<file path="config.mk">
export PLATFORM = sky130hd
export DESIGN_NAME = alert_handler_esc_timer_flat
export DESIGN_NICKNAME = d
export VERILOG_FILES = /design/src/rtl/alert_pkg.sv /design/src/rtl/alert_handler_esc_timer_if.sv /design/src/rtl/alert_handler_esc_cnt.sv /design/src/rtl/alert_handler_esc_timer.sv /design/src/flat_wrapper.sv
export SDC_FILE = /design/constraint.sdc
export NUM_CORES = 1
export LEC_CHECK = 0
export CAP_MARGIN = 20
export CELL_PAD_IN_SITES_DETAIL_PLACEMENT = 0
export CELL_PAD_IN_SITES_GLOBAL_PLACEMENT = 1
export CORE_ASPECT_RATIO = 1.1
export CORE_MARGIN = 2
export CORE_UTILIZATION = 28
export CTS_BUF_LIST = sky130_fd_sc_hd__clkbuf_2
export CTS_CLUSTER_SIZE = 16
export DETAILED_ROUTE_END_ITERATION = 8
export GPL_TIMING_DRIVEN = 0
export PLACE_DENSITY = 0.84
export SETUP_SLACK_MARGIN = 0.5
export SKIP_CTS_REPAIR_TIMING = 1
export SLEW_MARGIN = 5
export SYNTH_ARGS = -nofsm -noshare
export SYNTH_HDL_FRONTEND = slang
export SYNTH_SLANG_ARGS = --single-unit
</file>
<file path="constraint.sdc">
create_clock -name clk_i -period 6.2 [get_ports clk_i]
set_clock_uncertainty 0.2 [all_clocks]
set_input_delay 1.55 -clock clk_i [delete_from_list [all_inputs] [get_ports clk_i]]
set_output_delay 1.55 -clock clk_i [all_outputs]
set_load 0.01 [all_outputs]
</file>
<file path="src/rtl/alert_pkg.sv">
// alert_pkg: shared types and constants for the alert handler escalation path
package alert_pkg;

    localparam int N_PHASES = 4;
    localparam int PhaseDw  = 2;
    localparam int EscCntDw = 32;

    typedef enum logic [2:0] {
        Idle     = 3'd0,
        Timeout  = 3'd1,
        FsmError = 3'd2,
        Terminal = 3'd3,
        Phase0   = 3'd4,
        Phase1   = 3'd5,
        Phase2   = 3'd6,
        Phase3   = 3'd7
    } cstate_e;

    // Phase states occupy the upper half of the encoding, so the phase index is the low bits.
    function automatic cstate_e phase_state(input logic [PhaseDw-1:0] k);
        return cstate_e'({1'b1, k});
    endfunction

endpackage

</file>
<file path="src/rtl/alert_handler_esc_timer_if.sv">
// alert_handler_esc_timer_if: configuration, trigger and escalation signals of one alert class
interface alert_handler_esc_timer_if #(
    parameter int EscCntDw = alert_pkg::EscCntDw,
    parameter int NEscSev  = 4
);

    logic                                                 en_i;
    logic                                                 clr_i;
    logic                                                 timeout_en_i;
    logic                                                 accu_trig_i;
    logic                                                 accu_fail_i;
    logic [EscCntDw-1:0]                                  timeout_cyc_i;
    logic [alert_pkg::PhaseDw-1:0]                        crashdump_phase_i;
    logic [NEscSev-1:0]                                   esc_en_i;
    logic [NEscSev-1:0][alert_pkg::PhaseDw-1:0]           esc_map_i;
    logic [alert_pkg::N_PHASES-1:0][EscCntDw-1:0]         phase_cyc_i;
    logic                                                 esc_trig_o;
    logic [NEscSev-1:0]                                   esc_sig_req_o;
    logic                                                 latch_crashdump_o;
    logic [EscCntDw-1:0]                                  esc_cnt_o;
    alert_pkg::cstate_e                                   esc_state_o;

    modport master (
        output en_i, clr_i, timeout_en_i, accu_trig_i, accu_fail_i, timeout_cyc_i,
               crashdump_phase_i, esc_en_i, esc_map_i, phase_cyc_i,
        input  esc_trig_o, esc_sig_req_o, latch_crashdump_o, esc_cnt_o, esc_state_o
    );

    modport slave (
        input  en_i, clr_i, timeout_en_i, accu_trig_i, accu_fail_i, timeout_cyc_i,
               crashdump_phase_i, esc_en_i, esc_map_i, phase_cyc_i,
        output esc_trig_o, esc_sig_req_o, latch_crashdump_o, esc_cnt_o, esc_state_o
    );

endinterface

</file>
<file path="src/rtl/alert_handler_esc_cnt.sv">
// alert_handler_esc_cnt: saturating cycle counter with synchronous clear
module alert_handler_esc_cnt #(
    parameter int Dw = alert_pkg::EscCntDw
) (
    input  logic          clk_i,
    input  logic          rst_i,
    input  logic          clr_i,
    input  logic          inc_i,
    output logic [Dw-1:0] cnt_o
);

    always_ff @(posedge clk_i or posedge rst_i) begin
        if (rst_i)
            cnt_o <= '0;
        else if (clr_i)
            cnt_o <= '0;
        else if (inc_i && cnt_o != '1)
            cnt_o <= cnt_o + Dw'(1);
    end

endmodule

</file>
<file path="src/rtl/alert_handler_esc_timer.sv">
// alert_handler_esc_timer: per-class interrupt timeout and four-phase escalation sequencer
module alert_handler_esc_timer #(
    parameter int EscCntDw = alert_pkg::EscCntDw,
    parameter int NEscSev  = 4
) (
    input logic                       clk_i,
    input logic                       rst_i,
    alert_handler_esc_timer_if.slave  bus
);

    alert_pkg::cstate_e            state, state_d;
    logic [EscCntDw-1:0]           cnt;
    logic [EscCntDw:0]             cnt_p1;
    logic [alert_pkg::PhaseDw-1:0] k;
    logic [NEscSev-1:0]            req;
    logic                          cnt_clr, cnt_inc, start;

    assign start  = bus.en_i & bus.accu_trig_i;
    assign k      = state[1:0];
    // One extra bit so cnt+1 cannot wrap when cnt is already saturated.
    assign cnt_p1 = {1'b0, cnt} + (EscCntDw+1)'(1);

    always_comb begin
        state_d = state;
        cnt_clr = 1'b1;
        cnt_inc = 1'b0;
        case (state)
            alert_pkg::Idle: begin
                if (bus.clr_i)
                    state_d = alert_pkg::Idle;
                else if (start)
                    state_d = alert_pkg::Phase0;
                else if (bus.en_i && bus.timeout_en_i && bus.timeout_cyc_i != '0)
                    state_d = alert_pkg::Timeout;
            end
            alert_pkg::Timeout: begin
                if (bus.clr_i)
                    state_d = alert_pkg::Idle;
                else if (start || cnt_p1 >= {1'b0, bus.timeout_cyc_i})
                    state_d = alert_pkg::Phase0;
                else if (!bus.timeout_en_i)
                    state_d = alert_pkg::Idle;
                else begin
                    cnt_clr = 1'b0;
                    cnt_inc = 1'b1;
                end
            end
            alert_pkg::Phase0, alert_pkg::Phase1, alert_pkg::Phase2, alert_pkg::Phase3: begin
                if (bus.clr_i)
                    state_d = alert_pkg::Idle;
                else if (cnt < bus.phase_cyc_i[k]) begin
                    cnt_clr = 1'b0;
                    cnt_inc = 1'b1;
                end else
                    state_d = (state == alert_pkg::Phase3) ? alert_pkg::Terminal
                                                           : alert_pkg::phase_state(k + 2'd1);
            end
            alert_pkg::Terminal: begin
                if (bus.clr_i)
                    state_d = alert_pkg::Idle;
            end
            default: state_d = alert_pkg::FsmError;
        endcase
        if (bus.accu_fail_i) begin
            state_d = alert_pkg::FsmError;
            cnt_inc = 1'b0;
        end
    end

    always_ff @(posedge clk_i or posedge rst_i) begin
        if (rst_i)
            state <= alert_pkg::Idle;
        else
            state <= state_d;
    end

    alert_handler_esc_cnt #(.Dw(EscCntDw)) u_cnt (
        .clk_i (clk_i),
        .rst_i (rst_i),
        .clr_i (cnt_clr),
        .inc_i (cnt_inc),
        .cnt_o (cnt)
    );

    // Requests follow the registered state; FsmError forces every severity on.
    always_comb begin
        req = '0;
        for (int s = 0; s < NEscSev; s++)
            req[s] = (state == alert_pkg::FsmError) ||
                     (state[2] && bus.esc_en_i[s] && bus.esc_map_i[s] == k);
    end

    assign bus.esc_sig_req_o     = req;
    assign bus.esc_state_o       = state;
    assign bus.esc_cnt_o         = cnt;
    assign bus.esc_trig_o        = (state == alert_pkg::Idle || state == alert_pkg::Timeout) &&
                                   state_d == alert_pkg::Phase0;
    assign bus.latch_crashdump_o = state_d == alert_pkg::phase_state(bus.crashdump_phase_i) &&
                                   state != state_d;

    a_trig_gated: assert property (@(posedge clk_i) disable iff (rst_i)
        (state == alert_pkg::Idle && !bus.en_i) |-> !bus.esc_trig_o);

    a_err_sticky: assert property (@(posedge clk_i) disable iff (rst_i)
        state == alert_pkg::FsmError |=> state == alert_pkg::FsmError);

    for (genvar g = 0; g < NEscSev; g++) begin : g_req_chk
        a_req_map: assert property (@(posedge clk_i) disable iff (rst_i)
            (state[2] && bus.esc_sig_req_o[g]) |-> (bus.esc_en_i[g] && bus.esc_map_i[g] == k));
    end

endmodule

</file>
<file path="src/flat_wrapper.sv">
// flat-port wrapper written by rule: the top's interface ports become plain ports
module alert_handler_esc_timer_flat 
#(
    parameter int EscCntDw = alert_pkg::EscCntDw,
    parameter int NEscSev  = 4
)
  (clk_i, rst_i, bus_en_i, bus_clr_i, bus_timeout_en_i, bus_accu_trig_i, bus_accu_fail_i, bus_timeout_cyc_i, bus_crashdump_phase_i, bus_esc_en_i, bus_esc_map_i, bus_phase_cyc_i, bus_esc_trig_o, bus_esc_sig_req_o, bus_latch_crashdump_o, bus_esc_cnt_o, bus_esc_state_o);
  alert_handler_esc_timer_if #(.EscCntDw(EscCntDw), .NEscSev(NEscSev)) bus_i ();
  input logic clk_i;
  input logic rst_i;
  input wire logic [$bits(bus_i.en_i)-1:0] bus_en_i;
  input wire logic [$bits(bus_i.clr_i)-1:0] bus_clr_i;
  input wire logic [$bits(bus_i.timeout_en_i)-1:0] bus_timeout_en_i;
  input wire logic [$bits(bus_i.accu_trig_i)-1:0] bus_accu_trig_i;
  input wire logic [$bits(bus_i.accu_fail_i)-1:0] bus_accu_fail_i;
  input wire logic [$bits(bus_i.timeout_cyc_i)-1:0] bus_timeout_cyc_i;
  input wire logic [$bits(bus_i.crashdump_phase_i)-1:0] bus_crashdump_phase_i;
  input wire logic [$bits(bus_i.esc_en_i)-1:0] bus_esc_en_i;
  input wire logic [$bits(bus_i.esc_map_i)-1:0] bus_esc_map_i;
  input wire logic [$bits(bus_i.phase_cyc_i)-1:0] bus_phase_cyc_i;
  output wire logic [$bits(bus_i.esc_trig_o)-1:0] bus_esc_trig_o;
  output wire logic [$bits(bus_i.esc_sig_req_o)-1:0] bus_esc_sig_req_o;
  output wire logic [$bits(bus_i.latch_crashdump_o)-1:0] bus_latch_crashdump_o;
  output wire logic [$bits(bus_i.esc_cnt_o)-1:0] bus_esc_cnt_o;
  output wire logic [$bits(bus_i.esc_state_o)-1:0] bus_esc_state_o;
  assign bus_i.en_i = bus_en_i;
  assign bus_i.clr_i = bus_clr_i;
  assign bus_i.timeout_en_i = bus_timeout_en_i;
  assign bus_i.accu_trig_i = bus_accu_trig_i;
  assign bus_i.accu_fail_i = bus_accu_fail_i;
  assign bus_i.timeout_cyc_i = bus_timeout_cyc_i;
  assign bus_i.crashdump_phase_i = bus_crashdump_phase_i;
  assign bus_i.esc_en_i = bus_esc_en_i;
  assign bus_i.esc_map_i = bus_esc_map_i;
  assign bus_i.phase_cyc_i = bus_phase_cyc_i;
  assign bus_esc_trig_o = bus_i.esc_trig_o;
  assign bus_esc_sig_req_o = bus_i.esc_sig_req_o;
  assign bus_latch_crashdump_o = bus_i.latch_crashdump_o;
  assign bus_esc_cnt_o = bus_i.esc_cnt_o;
  assign bus_esc_state_o = bus_i.esc_state_o;
  alert_handler_esc_timer #(.EscCntDw(EscCntDw), .NEscSev(NEscSev)) u_core (.clk_i(clk_i), .rst_i(rst_i), .bus(bus_i));
endmodule
</file>
==> run_results.csv, run 1 <==
group,metric,value,unit
setup_path,start_kind,"primary input",
yosys,synthFlopType,"dfrtp_1",
yosys,yosysMostFrequentCell,"inv_1",
sta,hold_violations,0,
floorplanning,io_pins,222,
yosys,postSynthAreaPerCell,8.49,µm²
sta,finalSetupViolations,2,
setup_path,rr_worst_depth,17,
sta,fin_ws,-0.551,ns
setup_path,critPathLaunch,"bus_phase_cyc_i[97]",
layout,stdcell_area,8570,µm²
setup_path,worstPathArrival,5.00,ns
global_routing,track_usage,19.0,%
sta,rsz0062_at_grt,"yes",
min_path,hold_depth,2,
status,status,"complete, but fails checks",
placement,hpwl,15400,µm
yosys,yosysSeqAreaShare,17.2,%
floorplanning,core,17800,µm²
sta,fmax,148,MHz
floorplanning,die-area,19300,µm²
global_routing,grt_max_degree,36,
setup_path,end_kind,"primary output",
layout,diodes,0,
layout,syn_to_final_growth,67.9,%
layout,multi_input_area,4250,µm²
route,dr_total_vias,5733,
yosys,synth_top_area_share,17.2,%
cts,clock-root-buffer,"clkbuf_2",
sta,post-route-period-util,109,%
pwr,powerDensity,62.3,nW/µm²
yosys,netlist_instances,601,
layout,seq_area,890,µm²
pwr,total_power,0.000534,W
global_routing,grt_pass1_wl,29700,µm
setup_path,critPathRequiredTime,4.45,ns
setup_path,crit_slowest_cell,"mux4_2",
setup_path,critPathTopFamily,"compound AO/OA/AOI/OAI gates",
pwr,ir_worst_vdd,0.0381,mV
route,dr.pass1.iters,5,
run,drv_cap,0,
route,drc,0,
layout,fillers,1663,
sta,finalSetupTns,-0.977,ns
setup_path,critPathBufInv,4,
floorplanning,rows,51,
setup_path,path_cells,"dlymetal6s2s_1 > mux4_2 > inv_4 > ha_4 > o211ai_1 > a311oi_1 > a211o_1 > a311o_2 > a2111oi_4 > buf_4 > nor4b_4 > o41a_1 > o221a_1 > buf_2",
yosys,ys_ff_latch,35,
route,vias_per_cell,5.15,
sta,max_slew_margin,21.4,%
cts,cts_sinks,35,
yosys,ys.warnings.count,0,
yosys,synth.largest_area_cell,"dfrtp_1",
cts,clk_pin_slew,0.18,ns
status,violations,"setup timing",
floorplanning,die_x,133,µm
placement,post_dp_cell_area,7640,µm²
setup_path,crit_cells,14,
sta,tightest_slew,1.16,ns
cts,cts_buffers,5,
floorplanning,fp.dieH,146,µm
layout,nets,1123,
route,drtAntennaViolNets,0,
global_routing,grt_overflow,0,
route,drt-total-wl,19600,µm
yosys,synth_area_leaders,"dfrtp_1 17%, ha_1 17%, mux4_2 14%, inv_1 5.4%, xor2_1 4.5%",
setup_path,r2r-start,"u_core.bus.esc_state_o[1]",
sta,period_minus_slack,6.75,ns
setup_path,slowest_delay,0.51,ns
pwr,p_leak,4.02,nW
layout,fin_util,48.1,%
cts,cts_tree,"built",
min_path,min_path_type,"reg2reg",
setup_path,crit_path_max_fanout,4,
yosys,syn-num-nets,850,
cts,cts_max_level,2,
placement,port-buffer-count,221,
yosys,yosys-top-cells-count,"73 x inv_1, 68 x ha_1, 43 x a21oi_1",
setup_path,path_class,"in2out",
cts,clock_path_buffers,2,
global_routing,antenna_found_initial,0,
yosys,synthArstFlopShare,100,%
sta,finalMaxSlewViolations,0,
layout,drive_above_1_share,20.2,%
route,wl_per_cell,17.6,µm
floorplanning,initial_core_util,28.7,%
placement,routabilityCongestion,0.852,
yosys,synth_edf_count,0,
cts,insertion_delay,0.41,ns
min_path,min-delay-start,"u_core.u_cnt.cnt_o[7]",
global_routing,grt_pass1_vias,5636,
yosys,synth.cell_area,5100,µm²
route,drtIter0Drc,410,
yosys,yosys.cell_types.count,56,
-- power breakdown --
group | total [W] | internal [W] | switching, W
combinational | 0.000190 | 0.000128 | 0.0000624
clock | 0.000115 | 0.0000251 | 0.0000898
sequential | 0.000229 | 0.000229 | 0.0000000000000000000523
total | 0.000534 | 0.000381 | 0.000152
-- tightest hold or removal path, stage by stage, from the launching register on --
cell and delay (ns):
dfrtp_2 0.48, o21ai_0 0.08, a21oi_1 0.06
-- cell usage in the layout (no fill, tap or decap), types with 22 or more instances in the layout --
cell,n
nand2_1,39
xor2_1,26
o21ai_0,28
mux4_2,31
a21oi_1,38
nor2_1,33
buf_4,47
dlymetal6s2s_1,60
xnor2_1,22
dfrtp_1,24
ha_1,50
inv_1,54
clkdlybuf4s50_1,160
-- stage by stage --
stage,hold WS [ns],cells,worst slack [ns]
final,0.440,1113,-0.551
after global routing,0.472,1113,-0.659
after CTS,0.479,1068,-1.65
after detailed placement,0.441,1060,-1.25
after global placement,0.427,1060,-1.23
after floorplan,0.403,601,0.0865
-- layout make-up --
cell class | instances | share of cell area, %
multi-input cells | 471 | 49.6
repair buffers | 266 | 31.5
inverters | 73 | 3.23
plain buffers | 22 | 1.40
clock buffers | 5 | 0.292
clock inverters | 3 | 0.175
well taps | 238 | 3.48
flip-flops and latches | 35 | 10.4
-- routing by layer --
metal	track usage, %	share of wire [%]	vias to the layer above
li1	-	-	2775
met1	23.8	41	2756
met2	34.6	53	180
met3	2.79	5.1	22
met4	3.71	1.2	0
met5	0	0	-
-- logic make-up after synthesis --
| logic type | count (synthesis) | synth area share, % |
|---|---|---|
| AOI/OAI and AO/OA | 140 | 17.9 |
| xor gates and xnor gates | 49 | 8.41 |
| adders and majority gates | 68 | 16.7 |
| buffers and inverters | 95 | 7.11 |
| DFF | 35 | 17.2 |
| muxes | 35 | 14.5 |
| and+or+nand+nor | 179 | 18.2 |
-- registers in the layout, summed over array words and instances (netlist names) --
| signal | flops |
|---|---|
| u_core.bus.esc_state_o | 3 |
| u_core.u_cnt.cnt_o | 32 |
-- worst paths after layout --
kind,to,slack (ns)
worst max-delay path,bus_latch_crashdump_o,-0.55
worst min-delay path,u_core.u_cnt.cnt_o[7],0.44
worst max register to register,u_core.u_cnt.cnt_o[7],1.02
worst min register to register,u_core.u_cnt.cnt_o[7],0.44
max in group asynchronous,u_core.u_cnt.cnt_o[7],3.85
min in group asynchronous,u_core.u_cnt.cnt_o[6],1.38
Power figures use the tool's default switching activity.
==> inputs of run 2 (changes only) <==
--- a/config.mk
+++ b/config.mk
@@ -8,7 +8,7 @@
 export CAP_MARGIN = 20
 export CELL_PAD_IN_SITES_DETAIL_PLACEMENT = 0
 export CELL_PAD_IN_SITES_GLOBAL_PLACEMENT = 1
-export CORE_ASPECT_RATIO = 1.1
+export CORE_ASPECT_RATIO = 0.75
 export CORE_MARGIN = 2
 export CORE_UTILIZATION = 28
 export CTS_BUF_LIST = sky130_fd_sc_hd__clkbuf_2
==> run_results.csv, run 2 (synthesis gave the netlist of run 1 again) <==
group,metric,value,unit
status,status,"complete, but fails checks",
status,violations,"setup timing",
layout,top_register,"u_core.u_cnt.cnt_o",
sta,max_slew_margin,36.8,%
floorplanning,fp.dieH,121,µm
route,drc,0,
sta,fmax,149,MHz
global_routing,grt_pass1_vias,5509,
layout,drive_above_1_share,19.6,%
cts,insertion_delay,0.42,ns
pwr,p_leak,3.87,nW
setup_path,rr_worst_depth,19,
min_path,min_path_type,"reg2reg",
floorplanning,die-area,19300,µm²
pwr,ir_worst_vdd,0.0517,mV
global_routing,track_usage,20.4,%
sta,fin_ws,-0.527,ns
placement,pre_cts_slack,-1.24,ns
layout,nets,1119,
sta,post-route-period-util,108,%
cts,clk_pin_slew,0.20,ns
sta,rsz0062_at_grt,"yes",
sta,tightest_slew,0.935,ns
global_routing,grt_use_met2,31.9,%
setup_path,r2r_slack,1.03,ns
cts,clock-root-buffer,"clkbuf_2",
sta,finalMaxSlewViolations,0,
floorplanning,initial_core_util,28.7,%
setup_path,start_kind,"primary input",
cts,cts_tree,"built",
cts,cts_sinks,35,
setup_path,path_class,"in2out",
floorplanning,io_pins,222,
placement,hpwl,16900,µm
global_routing,grt_max_degree,36,
floorplanning,core,17800,µm²
layout,stdcell_area,8500,µm²
run,drv_cap,0,
setup_path,end_kind,"primary output",
global_routing,grtUsageMet1,29.4,%
floorplanning,rows,42,
sta,hold_violations,0,
setup_path,critPathRequiredTime,4.45,ns
setup_path,worstPathArrival,4.98,ns
cts,clock_path_buffers,2,
layout,final_cell_mix,"175 x clkdlybuf4s50_1, 57 x inv_1, 54 x ha_1",
route,vias_per_cell,5.16,
layout,syn_to_final_growth,66.6,%
sta,period_minus_slack,6.73,ns
global_routing,antenna_found_initial,1,
route,drtAntennaViolNets,0,
floorplanning,die_x,160,µm
layout,layoutNonFillerInstCount,1114,
placement,port-buffer-count,221,
placement,routabilityCongestion,0.879,
pwr,powerDensity,63.4,nW/µm²
layout,mostFrequentLayoutCell,"clkdlybuf4s50_1",
route,dr_total_vias,5744,
global_routing,grtUsageMet3,4.85,%
route,drt-total-wl,20800,µm
global_routing,grt_pass1_wl,30900,µm
layout,largest_register_ffs,32,
route,dr.pass1.iters,5,
placement,place_inst,1064,
cts,cts_buffers,5,
global_routing,top_usage_layer,"met2",
cts,cts_max_level,2,
global_routing,grt_overflow,0,
route,drtIter0Drc,383,
setup_path,r2r-end,"u_core.u_cnt.cnt_o[6]",
setup_path,crit_path_max_fanout,5,
route,wl_per_cell,18.7,µm
setup_path,endpoint,"bus_latch_crashdump_o",
placement,post_dp_cell_area,7650,µm²
setup_path,critPathLaunch,"bus_phase_cyc_i[100]",
sta,finalSetupViolations,2,
setup_path,r2r-start,"u_core.u_cnt.cnt_o[5]",
run 2: cell count changes in the layout (fill, tap and decap cells not counted), sizes merged:
cell	previous run	this run
clkinv	2	1
clkinvlp	1	2
clkdlybuf4s50	160	175
dlymetal6s2s	60	44
diode	0	1
buf	53	48
clkbuf	20	22
run 2: critical path: stages:
cell and delay (ns):
clkdlybuf4s50_1 0.40, mux4_2 0.47, inv_1 0.07, ha_1 0.21
nand4_1 0.11, a311oi_2 0.07, a211o_1 0.30, a311o_2 0.48
a2111oi_4 0.36, buf_4 0.19, nor4b_4 0.05, o41a_1 0.31
o221a_1 0.25, buf_2 0.14
run 2: how the worst min path moves through the flow:
stage | startpoint | to | slack [ns] | cells past startpoint
global route | u_core.u_cnt.cnt_o[7] | u_core.u_cnt.cnt_o[7] | 0.47 | 2
floorplan | u_core.u_cnt.cnt_o[0] | u_core.u_cnt.cnt_o[0] | 0.40 | 2
finish | u_core.u_cnt.cnt_o[1] | u_core.u_cnt.cnt_o[1] | 0.43 | 2
global placement | u_core.u_cnt.cnt_o[2] | u_core.u_cnt.cnt_o[2] | 0.43 | 2
CTS | u_core.u_cnt.cnt_o[2] | u_core.u_cnt.cnt_o[2] | 0.47 | 2
detailed placement | u_core.u_cnt.cnt_o[2] | u_core.u_cnt.cnt_o[2] | 0.43 | 2
run 2: power by group:
| group | internal (W) | total, W | switching (W) | leakage [nW] |
|---|---|---|---|---|
| registers | 0.000229 | 0.000229 | 0.0000000000000000000653 | 0.466 |
| logic | 0.000128 | 0.000191 | 0.0000627 | 3.38 |
| clock network | 0.0000267 | 0.000119 | 0.0000926 | 0.0250 |
| total | 0.000384 | 0.000539 | 0.000155 | 3.87 |
run 2: stage by stage:
step / TNS, ns / total power, W / hold WS (ns) / util [%]
after detailed placement: -2.39 / 0.000419 / 0.432 / 43.1
after CTS: -3.38 / 0.000534 / 0.472 / 43.3
after global routing: -1.22 / 0.000566 / 0.472 / 47.9
after global placement: -2.26 / 0.000417 / 0.427 / 43.1
after floorplan: 0 / 0.000286 / 0.403 / -
final: -0.867 / 0.000539 / 0.430 / 47.9
run 2: layout make-up:
type	instances	area, µm²
Inverter	73	274
Fill cell	1745	9260
Clock buffer	5	25.0
Multi-Input combinational cell	471	4250
Tap cell	242	303
Buffer	22	120
Clock inverter	3	20.0
Antenna cell	1	2.50
Sequential cell	35	890
Timing Repair Buffer	262	2620
run 2: per-layer routing:
layer | part of all wire (%) | wire length (µm)
met1 | 47 | 9820
met3 | 8.3 | 1720
met4 | 0.85 | 176
met5 | 0 | 0
met2 | 44 | 9100
==> inputs of run 3 (changes only) <==
--- a/config.mk
+++ b/config.mk
@@ -5,17 +5,18 @@
 export SDC_FILE = /design/constraint.sdc
 export NUM_CORES = 1
 export LEC_CHECK = 0
+export ABC_AREA = 1
 export CAP_MARGIN = 20
 export CELL_PAD_IN_SITES_DETAIL_PLACEMENT = 0
 export CELL_PAD_IN_SITES_GLOBAL_PLACEMENT = 1
 export CORE_ASPECT_RATIO = 0.75
 export CORE_MARGIN = 2
-export CORE_UTILIZATION = 28
+export CORE_UTILIZATION = 27
 export CTS_BUF_LIST = sky130_fd_sc_hd__clkbuf_2
 export CTS_CLUSTER_SIZE = 16
 export DETAILED_ROUTE_END_ITERATION = 8
 export GPL_TIMING_DRIVEN = 0
-export PLACE_DENSITY = 0.84
+export PLACE_DENSITY = 0.85
 export SETUP_SLACK_MARGIN = 0.5
 export SKIP_CTS_REPAIR_TIMING = 1
 export SLEW_MARGIN = 5
==> run_results.csv, run 3 <==
group,metric,value,unit
global_routing,grt_max_degree,36,
yosys,synthFlopType,"dfrtp_1",
layout,fin_util,42.5,%
setup_path,crit_slowest_cell,"dfrtp_2",
run,drv_cap,0,
layout,layoutNonFillerInstCount,1291,
layout,stdcell_area,8140,µm²
layout,diodes,0,
cts,clk_pin_slew,0.23,ns
yosys,synth.largest_area_cell,"dfrtp_1",
setup_path,worstPathArrival,4.87,ns
route,dr.pass1.iters,5,
yosys,synth_area_leaders,"dfrtp_1 17%, ha_1 16%, nand2_1 16%, inv_1 7.8%, a21oi_1 6.1%",
cts,clock-root-buffer,"clkbuf_2",
pwr,pwr-share-comb,34.8,%
layout,syn_to_final_growth,55.8,%
placement,hpwl,17800,µm
yosys,synth.cell_area,5230,µm²
cts,cts_max_level,2,
yosys,synthArstFlopShare,100,%
min_path,min_path_type,"reg2reg",
layout,largest_register_ffs,32,
placement,pre_cts_slack,-0.828,ns
sta,finalMaxSlewViolations,0,
cts,cts_sinks,35,
pwr,swShare,30.3,%
pwr,p_leak,3.86,nW
status,violations,"setup timing",
layout,nets,1286,
pwr,p_switching,0.000167,W
route,vias_per_cell,4.93,
yosys,syn-num-nets,1037,
sta,fin_ws,-0.422,ns
layout,top_register,"u_core.u_cnt.cnt_o",
setup_path,start_kind,"flop",
sta,hold_slack,0.419,ns
yosys,yosysSeqAreaShare,16.8,%
yosys,synth_edf_count,0,
yosys,yosys.cell_types.count,45,
yosys,yosys-top-cells-count,"224 x nand2_1, 108 x inv_1, 68 x ha_1",
floorplanning,initial_core_util,27.3,%
route,drtIter0Drc,463,
status,status,"complete, but fails checks",
layout,mostFrequentLayoutCell,"clkdlybuf4s50_1",
global_routing,grt_overflow,0,
pwr,p_int,0.000382,W
route,dr_total_vias,6368,
global_routing,grt_pass1_vias,5933,
floorplanning,fp.dieH,124,µm
yosys,postSynthAreaPerCell,6.63,µm²
layout,drive_above_1_share,10.3,%
setup_path,crit_path_max_fanout,5,
floorplanning,die-area,20500,µm²
setup_path,critPathBufInv,3,
pwr,clock_power_share,23.5,%
global_routing,antenna_found_initial,0,
yosys,ys.warnings.count,0,
setup_path,end_kind,"primary output",
setup_path,critPathTopFamily,"simple AND/OR/NAND/NOR gates",
floorplanning,die_x,165,µm
yosys,ys_ff_latch,35,
sta,rsz0062_at_grt,"yes",
global_routing,track_usage,20.2,%
sta,fmax,151,MHz
yosys,synth_top_area_share,16.8,%
sta,finalSetupViolations,2,
floorplanning,core,19200,µm²
sta,tightest_slew,0.836,ns
layout,fillers,2010,
route,drt-total-wl,21800,µm
placement,routabilityCongestion,0.921,
cts,insertion_delay,0.44,ns
sta,post-route-period-util,107,%
setup_path,path_class,"reg2out",
sta,hold_violations,0,
route,drtAntennaViolNets,0,
pwr,seq_power_share,41.7,%
route,wl_per_cell,16.9,µm
cts,cts_buffers,5,
yosys,netlist_instances,788,
placement,post_dp_cell_area,7750,µm²
sta,max_slew_margin,44.2,%
placement,place_inst,1262,
floorplanning,io_pins,222,
cts,cts_tree,"built",
route,drc,0,
floorplanning,rows,44,
cts,clock_path_buffers,2,
layout,final_cell_mix,"219 x clkdlybuf4s50_1, 218 x nand2_1, 105 x inv_1",
setup_path,slowest_delay,0.49,ns
pwr,ir_worst_vdd,0.0555,mV
yosys,yosysMostFrequentCell,"nand2_1",
setup_path,critPathRequiredTime,4.45,ns
global_routing,grt_pass1_wl,32300,µm
sta,period_minus_slack,6.62,ns
placement,port-buffer-count,221,
pwr,powerDensity,67.4,nW/µm²
run 3: cell types whose count changed after synthesis, moves of 10 or more:
| cell | change |
|---|---|
| a21oi_1 | +21 |
| a32o_1 | +31 |
| inv_1 | +35 |
| mux4_2 | -31 |
| nand2_1 | +184 |
| nand3_1 | +11 |
| o211ai_1 | -11 |
| o21ai_0 | -19 |
| o22ai_2 | +10 |
| or3_1 | -18 |
| xnor2_1 | -23 |
run 3: worst register-to-register path, delay by kind of cell (launching register included):
| family | cells | cell delay, ns |
|---|---|---|
| AO/OA/AOI/OAI | 2 | 0.27 |
| XOR/XNOR | 1 | 0.18 |
| adder cells (fa/ha/maj) | 2 | 0.47 |
| buffers and inverters | 5 | 0.69 |
| flip-flops | 1 | 0.49 |
| AND/OR/NAND/NOR | 19 | 2.64 |
run 3: power groups by stage:
stage	Sequential (W)	Clock (W)	Combinational, W
floorplan	0.000233	0	0.0000552
global placement	0.000233	0	0.000188
detailed placement	0.000233	0	0.000189
CTS	0.000229	0.000131	0.000191
global route	0.000229	0.000139	0.000208
finish	0.000229	0.000129	0.000191
run 3: final timing paths:
kind	from	end	slack, ns	cells past startpoint
max	u_core.u_cnt.cnt_o[0]	bus_latch_crashdump_o	-0.42	31
min	u_core.u_cnt.cnt_o[1]	u_core.u_cnt.cnt_o[1]	0.42	2
max reg2reg	u_core.u_cnt.cnt_o[0]	u_core.u_cnt.cnt_o[9]	1.18	29
min reg2reg	u_core.u_cnt.cnt_o[1]	u_core.u_cnt.cnt_o[1]	0.42	2
max in group asynchronous	rst_i	u_core.u_cnt.cnt_o[1]	3.86	2
min in group asynchronous	rst_i	u_core.u_cnt.cnt_o[25]	1.34	2
run 3: kinds of logic (layout without fill, tap and decap cells):
kind of cell               after synthesis  count (layout)  share of synthesized area [%]
AOI/OAI and AO/OA                      148             148                           19.5
xor gates and xnor gates                32              32                           5.36
adders and majority gates               68              68                           16.3
buffers and inverters                  142             392                           10.6
DFF                                     35              35                           16.8
and+or+nand+nor                        363             363                           31.5
run 3: layout make-up:
cell class	count	area (µm²)	area share, %
Timing Repair Buffer	242	2360	29.0
Buffer	29	126	1.55
Clock buffer	5	25.0	0.307
Inverter	113	429	5.27
Multi-Input combinational cell	611	3980	48.9
Sequential cell	35	882	10.8
Tap cell	253	317	3.89
Clock inverter	3	20.0	0.246
run 3: metrics by stage:
step | TNS (ns) | total power (W)
2_1_floorplan | 0 | 0.000288
3_3_place_gp | -1.57 | 0.000421
3_5_place_dp | -1.58 | 0.000422
4_1_cts | -2.64 | 0.000550
5_1_grt | -1.46 | 0.000577
6_report | -0.779 | 0.000549
run 3: per-layer routing:
metal / track usage (%) / share of wire [%] / wire (µm) / vias up
met1: 30.4 / 48 / 10600 / 2930
met4: 2.66 / 1.1 / 231 / 0
li1: - / - / - / 3163
met5: 0 / 0 / 0 / -
met2: 30.0 / 42 / 9070 / 257
met3: 4.43 / 8.9 / 1930 / 18
